$ cat config.mk
export PLATFORM = sky130hd
export DESIGN_NAME = oddr_pattern_gen
export DESIGN_NICKNAME = d
export VERILOG_FILES = /design/src/rtl/oddr_pkg.sv /design/src/rtl/prbs7_gen2.sv /design/src/rtl/oddr_pattern_gen.sv
export SDC_FILE = /design/constraint.sdc
export NUM_CORES = 1
export LEC_CHECK = 0
export BUFFER_PORTS_ARGS = -buffer_cell sky130_fd_sc_hd__buf_4
export CORE_MARGIN = 4
export CORE_UTILIZATION = 45
export CTS_CLUSTER_SIZE = 10
export DETAILED_ROUTE_END_ITERATION = 10
export GPL_TIMING_DRIVEN = 0
export SLEW_MARGIN = 20
export SYNTH_ARGS = -nofsm -noshare
export SYNTH_HDL_FRONTEND = slang
export SYNTH_SLANG_ARGS = --single-unit
$ cat constraint.sdc
create_clock -name clk -period 3.1 [get_ports clk]
set_clock_uncertainty 0.05 [all_clocks]
set_input_delay 0.465 -clock clk [delete_from_list [all_inputs] [get_ports clk]]
set_output_delay 0.465 -clock clk [all_outputs]
set_load 0.005 [all_outputs]
$ cat src/rtl/oddr_pkg.sv
// Shared types, PRBS7 taps and two-bit step helper for the ODDR pattern generator.
// The loopback checker (ODDR_PAT_LOOPBACK_CHK_EN) also uses lb_tap_t from here.
package oddr_pkg;

    typedef enum logic [1:0] {
        CLOCK  = 2'd0,
        TOGGLE = 2'd1,
        PRBS7  = 2'd2,
        HOLD   = 2'd3
    } pat_mode_e;

    typedef enum logic [1:0] {
        IDLE = 2'd0,
        PRE  = 2'd1,
        RUN  = 2'd2,
        POST = 2'd3
    } gen_state_e;

    // x^7 + x^6 + 1: feedback taps on register bits 6 and 5
    localparam int PRBS7_TAP_HI = 6;
    localparam int PRBS7_TAP_LO = 5;

    typedef struct packed {
        logic [6:0] state;
        logic       early;
        logic       late;
    } prbs_step_t;

    // Two serial steps at once: early is the first feedback bit, late the second.
    function automatic prbs_step_t prbs7_step2(input logic [6:0] s);
        prbs_step_t r;
        r.early = s[PRBS7_TAP_HI] ^ s[PRBS7_TAP_LO];
        r.late  = s[PRBS7_TAP_HI-1] ^ s[PRBS7_TAP_LO-1];
        r.state = {s[4:0], r.early, r.late};
        return r;
    endfunction

    typedef struct packed {
        logic vld;
        logic prbs;
        logic rise;
        logic fall;
    } lb_tap_t;

endpackage

$ cat src/rtl/prbs7_gen2.sv
// PRBS7 (x^7+x^6+1) source producing two bits per cycle, early bit first.
// Latency: bits are combinational from the register; load/adv act on the next edge.
// Backpressure: none; the register holds whenever adv is low.
module prbs7_gen2
    import oddr_pkg::*;
#(
    parameter logic [6:0] SEED = 7'h7F
) (
    input  logic clk,
    input  logic rst,
    input  logic load,
    input  logic adv,
    output logic bit_early,
    output logic bit_late
);

    logic [6:0] lfsr_q;
    prbs_step_t step;

    assign step      = prbs7_step2(lfsr_q);
    assign bit_early = step.early;
    assign bit_late  = step.late;

    always_ff @(posedge clk or posedge rst) begin
        if (rst) begin
            lfsr_q <= SEED;
        end else if (load) begin
            lfsr_q <= SEED;
        end else if (adv) begin
            lfsr_q <= step.state;
        end
    end

endmodule

$ cat src/rtl/oddr_pattern_gen.sv
// ODDR bit-pair/oe sequencer: preamble, pattern run, postamble, release. Macro ODDR_PAT_LOOPBACK_CHK_EN adds IDDR checker.
// Latency: start sampled at edge t shows oe/busy after edge t+1; all outputs registered.
// Backpressure: none; start ignored unless IDLE with enable high, enable low forces POST.
module oddr_pattern_gen
    import oddr_pkg::*;
#(
    parameter int         PREAMBLE_CYC = 4,
    parameter int         BURST_W      = 16,
    parameter logic [6:0] PRBS_SEED    = 7'h7F
`ifdef ODDR_PAT_LOOPBACK_CHK_EN
    ,
    parameter int         LOOPBACK_LAT = 3
`endif
) (
    input  logic               clk,
    input  logic               rst,
    input  logic               enable,
    input  logic               start,
    input  logic [1:0]         mode,
    input  logic [BURST_W-1:0] burst_len,
`ifdef ODDR_PAT_LOOPBACK_CHK_EN
    input  logic               q_rise,
    input  logic               q_fall,
    output logic [15:0]        err_cnt,
`endif
    output logic               d_rise,
    output logic               d_fall,
    output logic               oe,
    output logic               busy,
    output logic               done
);

    localparam int PRE_W = (PREAMBLE_CYC > 1) ? $clog2(PREAMBLE_CYC) : 1;

    gen_state_e         state_q, state_d;
    pat_mode_e          mode_q;
    logic [BURST_W-1:0] burst_q;
    logic [BURST_W-1:0] run_cnt;
    logic [PRE_W-1:0]   pre_cnt;
    logic               tog_q;
    logic               pre_last, run_last, launch;
    logic               prbs_early, prbs_late;
    logic               oe_d, rise_d, fall_d, busy_d, done_d;

    assign pre_last = (pre_cnt == PRE_W'(PREAMBLE_CYC - 1));
    // burst_q is nonzero whenever this term matters, so the subtraction never wraps
    assign run_last = (burst_q != '0) && (run_cnt == (burst_q - BURST_W'(1)));
    assign launch   = (state_q == IDLE) && (state_d == PRE);

    // ---------------- state register ----------------
    always_ff @(posedge clk or posedge rst) begin
        if (rst) begin
            state_q <= IDLE;
        end else begin
            state_q <= state_d;
        end
    end

    // ---------------- next state ----------------
    always_comb begin
        state_d = state_q;
        unique case (state_q)
            IDLE: if (start && enable) state_d = PRE;
            PRE: begin
                if (!enable)       state_d = POST;
                else if (pre_last) state_d = RUN;
            end
            RUN:  if (!enable || run_last) state_d = POST;
            POST: state_d = IDLE;
            default: state_d = IDLE;
        endcase
    end

    // ---------------- latched config, counters, toggle phase ----------------
    always_ff @(posedge clk or posedge rst) begin
        if (rst) begin
            mode_q  <= CLOCK;
            burst_q <= '0;
            pre_cnt <= '0;
            run_cnt <= '0;
            tog_q   <= 1'b0;
        end else if (launch) begin
            mode_q  <= pat_mode_e'(mode);
            burst_q <= burst_len;
            pre_cnt <= '0;
            run_cnt <= '0;
            tog_q   <= 1'b0;
        end else begin
            if (state_q == PRE) pre_cnt <= pre_cnt + PRE_W'(1);
            if (state_q == RUN) begin
                run_cnt <= run_cnt + BURST_W'(1);
                tog_q   <= ~tog_q;
            end
        end
    end

    prbs7_gen2 #(.SEED(PRBS_SEED)) u_prbs_tx (
        .clk       (clk),
        .rst       (rst),
        .load      (launch),
        .adv       ((state_q == RUN) && (mode_q == PRBS7)),
        .bit_early (prbs_early),
        .bit_late  (prbs_late)
    );

    // ---------------- output decode ----------------
    always_comb begin
        oe_d   = 1'b0;
        rise_d = 1'b0;
        fall_d = 1'b0;
        unique case (state_q)
            PRE, POST: oe_d = 1'b1;
            RUN: begin
                oe_d = 1'b1;
                unique case (mode_q)
                    CLOCK:  rise_d = 1'b1;
                    TOGGLE: begin
                        rise_d = ~tog_q;
                        fall_d = ~tog_q;
                    end
                    PRBS7: begin
                        rise_d = prbs_early;
                        fall_d = prbs_late;
                    end
                    HOLD: begin
                        rise_d = 1'b1;
                        fall_d = 1'b1;
                    end
                    default: rise_d = 1'b0;
                endcase
            end
            default: oe_d = 1'b0;
        endcase
        busy_d = (state_q != IDLE);
        // IDLE while oe still shows POST only happens on the cycle right after POST
        done_d = (state_q == IDLE) && oe;
    end

    always_ff @(posedge clk or posedge rst) begin
        if (rst) begin
            d_rise <= 1'b0;
            d_fall <= 1'b0;
            oe     <= 1'b0;
            busy   <= 1'b0;
            done   <= 1'b0;
        end else begin
            d_rise <= rise_d;
            d_fall <= fall_d;
            oe     <= oe_d;
            busy   <= busy_d;
            done   <= done_d;
        end
    end

`ifdef ODDR_PAT_LOOPBACK_CHK_EN
    logic        run_vld_q;
    lb_tap_t     pipe_q [LOOPBACK_LAT];
    lb_tap_t     tap;
    logic        chk_early, chk_late, exp_rise, exp_fall;
    logic [1:0]  mism;
    logic [16:0] err_sum;

    always_ff @(posedge clk or posedge rst) begin
        if (rst) begin
            run_vld_q <= 1'b0;
            for (int i = 0; i < LOOPBACK_LAT; i++) pipe_q[i] <= '0;
        end else begin
            run_vld_q <= (state_q == RUN);
            pipe_q[0] <= '{vld: run_vld_q, prbs: (mode_q == PRBS7), rise: d_rise, fall: d_fall};
            for (int i = 1; i < LOOPBACK_LAT; i++) pipe_q[i] <= pipe_q[i-1];
        end
    end

    assign tap = pipe_q[LOOPBACK_LAT-1];

    // Independent PRBS reference: reseeds whenever the delayed run window is closed.
    prbs7_gen2 #(.SEED(PRBS_SEED)) u_prbs_chk (
        .clk       (clk),
        .rst       (rst),
        .load      (!tap.vld),
        .adv       (tap.vld && tap.prbs),
        .bit_early (chk_early),
        .bit_late  (chk_late)
    );

    assign exp_rise = tap.prbs ? chk_early : tap.rise;
    assign exp_fall = tap.prbs ? chk_late  : tap.fall;
    assign mism     = 2'(q_rise != exp_rise) + 2'(q_fall != exp_fall);
    assign err_sum  = 17'(err_cnt) + 17'(mism);

    always_ff @(posedge clk or posedge rst) begin
        if (rst) begin
            err_cnt <= '0;
        end else if (launch) begin
            err_cnt <= '0;
        end else if (tap.vld) begin
            err_cnt <= err_sum[16] ? 16'hFFFF : err_sum[15:0];
        end
    end
`endif

endmodule

Yosys cells after proc, flatten, opt, wreduce, memory -nomap -nowiden
Cells that the tools add are included.
{"block": "totals", "wordCells": 61, "out_inout_bits": 5, "in_bits": 22, "regBits": 51}
{"block": "op_classes", "mux": 18, "n_addsub": 3, "n_reduce_logical": 16, "eq_ne": 9, "n_bitwise": 3}
{"operator": "$mux W16", "count": 2}
{"operator": "$add A16 B1 Y16 const B", "count": 1}
{"operator": "$eq A16 B16 Y1", "count": 1}
{"operator": "$reduce_bool A16 Y1", "count": 1}
{"operator": "$sub A16 B1 Y16 const B", "count": 1}
{"operator": "$mux W7", "count": 2}
{"operator": "$mux W2", "count": 6}
{"operator": "$eq A2 B2 Y1 const B", "count": 5}
{"operator": "$pmux W2 S4", "count": 1}
{"operator": "$reduce_bool A2 Y1", "count": 4}
{"operator": "$eq A2 B1 Y1 const B", "count": 3}
{"operator": "$pmux W1 S3", "count": 2}
{"operator": "$logic_and A1 B1 Y1", "count": 5}
{"operator": "$mux W1", "count": 5}
{"operator": "$logic_not A2 Y1", "count": 2}
{"operator": "$reduce_or A3 Y1", "count": 1}
{"operator": "$add A2 B1 Y2 const B", "count": 1}
{"operator": "$reduce_or A2 Y1", "count": 1}
{"operator": "$xor A1 B1 Y1", "count": 2}
{"operator": "$logic_not A1 Y1", "count": 1}
{"operator": "$logic_or A1 B1 Y1", "count": 1}
{"operator": "$not A1 Y1", "count": 1}

Longest topological paths before layout
{"block": "logic_depth", "word_depth": 9, "mapped_depth": 8, "mapped_depth_nobuf": 8}

Modules after synthesis
A second synthesis with hierarchy kept.
{"block": "unflattened", "cells_unflattened": 283, "area_unflattened_um2": 2839.0}
{"module": "oddr_pattern_gen", "cells_per_inst": 254, "instances": 1, "area_per_inst_um2": 2492.4, "seq_area_each_um2": 1076.0}
{"module": "prbs7_gen2", "cells_per_inst": 29, "instances": 1, "area_per_inst_um2": 346.6, "seq_area_each_um2": 183.9}

Worst setup path after synthesis
No wires, ideal clock.
{"block": "synth_path", "path_type": "reg-to-reg", "startpoint": "register burst_q[2]", "endpoint": "register state_q[0]", "setup_time_ps": 120, "arrival_ps": 1717, "stages_incl_launch_ff": 7, "path_slack_ps": 1213, "path_cell_list": "dfrtp_1 > nor4_4 > nand3_2 > a22o_1 > a311oi_1 > a211oi_1 > a31o_1"}
{"block": "synth_between", "elab_chain_cells": 6, "elab_cells_between_ends": 7, "classes_between": "1 x add/sub; 1 x eq/ne; 2 x mux; 3 x reduce/logical"}
{"item": "start: declaration", "line_no": "oddr_pattern_gen.sv:37", "rtl": "logic [BURST_W-1:0] burst_q;"}
{"item": "start signal: assignment", "line_no": "oddr_pattern_gen.sv:84", "rtl": "burst_q <= burst_len;"}
{"item": "$sub A16 B1 Y16", "line_no": "oddr_pattern_gen.sv:47", "rtl": "assign run_last = (burst_q != '0) && (run_cnt == (burst_q - BURST_W'(1)));"}
{"item": "$eq A16 B16 Y1", "line_no": "oddr_pattern_gen.sv:47"}
{"item": "$logic_and A1 B1 Y1 *", "line_no": "oddr_pattern_gen.sv:47"}
{"item": "$logic_or A1 B1 Y1 *", "line_no": "oddr_pattern_gen.sv:68", "rtl": "RUN: if (!enable || run_last) state_d = POST;"}
{"item": "$mux W2 *", "line_no": "oddr_pattern_gen.sv:68"}
{"item": "$pmux W2 S4 *", "line_no": "oddr_pattern_gen.sv:62", "rtl": "unique case (state_q)"}
{"item": "named net state_d[0]", "line_no": "oddr_pattern_gen.sv:35", "rtl": "gen_state_e state_q, state_d;"}
{"item": "end signal: assignment", "line_no": "oddr_pattern_gen.sv:55", "rtl": "state_q <= state_d;"}
{"item": "end: declaration", "line_no": "oddr_pattern_gen.sv:35"}
The timed path passes the listed nets; every way through them passes the cells marked *.
A chain may end at the register's enable or synchronous reset.

Worst setup path in the final report
{"block": "layout_path", "startpoint": "register burst_q[0]", "endpoint": "register state_q[0]"}
Same word-level chain as after synthesis.

==> flow_metrics.py <==
metrics = {
    "power_and_ir_drop": {
        "power.total_mw": 2.71,
        "p_sw_share_pct": 40.4,
        "power_density_mw_per_mm2": 857,
        "intPower_mw": 1.61,
        "p_seq_share_pct": 44.1,
        "ir_drop_mv": 0.376,
        "clkPwrFrac_pct": 15.9,
        "comb_power_share_pct": 40.0,
        "power.leakage_nw": 1.47,
        "netSwitchingPower_mw": 1.10,
    },
    "layout": {
        "nNetsFinal": 372,
        "diodes": 0,
        "final_cell_area_sq_mm": 0.00316,
        "final_cells": 419,
        "post_route_cells_drive_above_1_share_pct": 14.5,
        "area_growth_pct": 15.1,
        "final_util_pct": 53.4,
    },
    "logic_synthesis": {
        "synth_commonest_cells": "nand2_1, dfrtp_1, nor2_1, nand3_1, xor2_1",
        "yosys.area.top_type_share_pct": 39.1,
        "syn_nets": 338,
        "yosys-top-cells-area": "dfrtp_1, nand2_1, dfstp_2",
        "ys_ff_latch": 50,
        "netlist_area_sq_mm": 0.00275,
        "syn_area_per_cell_sq_um": 8.90,
        "yosysMostFrequentCell": "nand2_1",
        "synthCells": 309,
        "ys.flop_type": "dfrtp_1",
        "synth_area_leader_cell": "dfrtp_1",
        "synth_cell_types": 43,
        "async_flop_share_pct": 100,
        "synth_edf_count": 0,
        "ys_warn_count": 0,
        "synth-seq-area-share_pct": 45.8,
    },
    "route": {
        "drtAntennaViolNets": 0,
        "first_pass_iters": 4,
        "drc": 0,
        "num_vias": 2203,
        "wl_per_cell_um": 14.3,
        "drtIter0Drc": 104,
        "routed_wirelength_mm": 5.99,
        "routed_via_density": 5.26,
    },
    "clock_network": {
        "htree_levels": 2,
        "ctsHoldBuffers": 0,
        "clkTransAtPathRegs_ps": 100,
        "clkLatencyLatePin_ps": 310,
        "cts_made_buffers": 5,
        "clockBufferDepth": 2,
        "cts_setup_buffers": 0,
        "root_buffer": "clkbuf_8",
        "cts_tree": "done",
        "cts_sinks": 50,
        "cts_resized": 0,
    },
    "sta": {
        "slew_viol_final": 0,
        "max_slew_margin_pct": 62.1,
        "min_period_ps": 2230,
        "finalWorstSetupSlack_ps": 870,
        "tns_ps": 0,
        "holdWs_ps": 109,
        "min_period_over_period_pct": 71.9,
        "tightest_slew_ps": 569,
        "setup_viol": 0,
        "finalHoldViolations": 0,
        "timing.fmax_mhz": 449,
        "rsz0062_at_grt": "no",
    },
    "worst_setup_path": {
        "arrival_ps": 2430,
        "slowest_delay_ps": 470,
        "slowest_stage": "a2111oi_0",
        "cp_num_buf_inv": 1,
        "start_kind": "register",
        "critPathCaptureType": "register",
        "required_ps": 3300,
        "cp_top_family": "simple AND/OR/NAND/NOR gates",
        "cp_cell_sequence": "inv_1, ha_1, and2b_1, nand3b_1, a2111oi_0, nand4_1, nor3_1, a31o_1",
        "crit_type": "register to register",
        "cp_max_fo": 7,
    },
    "place": {
        "postPlaceCellArea_sq_mm": 0.00306,
        "routabilityCongestion": 0.816,
        "hpwl_mm": 4.35,
        "place_ws_ps": 916,
        "port_buffers": 26,
        "placedCellCount": 411,
    },
    "die": {
        "die-area_sq_mm": 0.00743,
        "initial_core_util_pct": 46.4,
        "rows": 28,
        "io_pins": 27,
        "fp.dieW_um": 86.2,
        "core_sq_mm": 0.00592,
        "die_h_um": 86.2,
    },
    "grt": {
        "antenna_found_initial": 0,
        "grt_pass1_wl_mm": 10.2,
        "track_usage_pct": 17.5,
        "first_global_vias": 2027,
        "grt_overflow": 0,
        "grt_max_degree": 32,
    },
    "job": {
        "maxCapViolCount": 0,
    },
    "status": {
        "status": "finished, final reports clean",
    },
    "worst_hold_path": {
        "min_path_type": "primary input to async pin",
    },
}
flip-flops by register name, indices dropped and copies added (netlist names), 2 cells and up:
name and cells:
run_cnt 16, burst_q 16, mode_q 2, u_prbs_tx.lfsr_q 7, state_q 2, pre_cnt 2
power groups by stage:
stage / Clock (mW) / Sequential [mW] / Combinational [mW]
detailed placement: 0 / 1.21 / 1.09
global route: 0.476 / 1.24 / 1.24
CTS: 0.444 / 1.20 / 1.10
global placement: 0 / 1.20 / 1.07
floorplan: 0 / 1.13 / 0.844
finish: 0.431 / 1.20 / 1.08
cell type report:
class,instances,area [sq um]
clock inverter,1,8.76
buffer,13,52.6
inverter,10,37.5
timing repair buffer,27,215
sequential,50,1260
multi-input combinational,236,1400
clock buffer,7,96.3
tap,75,93.8
fill,569,2760
logic make-up (layout without fill, tap and decap cells):
family	Yosys count	in the layout	synth area share, %
XOR/XNOR	31	31	9.87
AND/OR/NAND/NOR	161	161	28.6
buffers and inverters	23	58	3.28
multiplexers	3	3	1.09
AO/OA/AOI/OAI	34	34	8.19
adder cells (fa/ha/maj)	7	7	3.18
flip-flops	50	50	45.8
cell usage in the layout, fill, tap and decap left out, types with 6 or more instances in the layout:
master,count
a21oi_1,6
buf_4,27
clkbuf_1,12
clkbuf_8,7
dfrtp_1,43
dfstp_2,7
ha_1,7
inv_1,9
nand2_1,67
nand3_1,22
nand4_1,8
nor2_1,26
nor3_1,9
o21ai_0,13
xnor2_1,10
xor2_1,21
layer usage:
| metal | vias up | routed length (um) | share of wire (%) | global-route usage, % |
|---|---|---|---|---|
| met5 | - | 0 | 0 | 0 |
| met4 | 0 | 76 | 1.3 | 5.10 |
| met3 | 7 | 287 | 4.8 | 3.42 |
| met2 | 34 | 2630 | 44 | 24.5 |
| met1 | 1045 | 3000 | 50 | 27.1 |
| li1 | 1117 | - | - | - |
worst paths after layout:
kind | startpoint | end | slack, ps | depth (start not counted)
setup / recovery | burst_q[0]$_DFFE_PP0P_ | state_q[0]$_DFF_PP0_ | 870 | 8
hold / removal | rst | burst_q[15]$_DFFE_PP0P_ | 110 | 2
setup reg to reg | burst_q[0]$_DFFE_PP0P_ | state_q[0]$_DFF_PP0_ | 870 | 8
hold reg to reg | u_prbs_tx.lfsr_q[0]$_DFFE_PP1P_ | u_prbs_tx.lfsr_q[0]$_DFFE_PP1P_ | 450 | 2
max in group asynchronous | rst | u_prbs_tx.lfsr_q[5]$_DFFE_PP1P_ | 2310 | 3
min in group clk | burst_len[14] | burst_q[14]$_DFFE_PP0P_ | 290 | 3
Power figures use the tool's default switching activity.
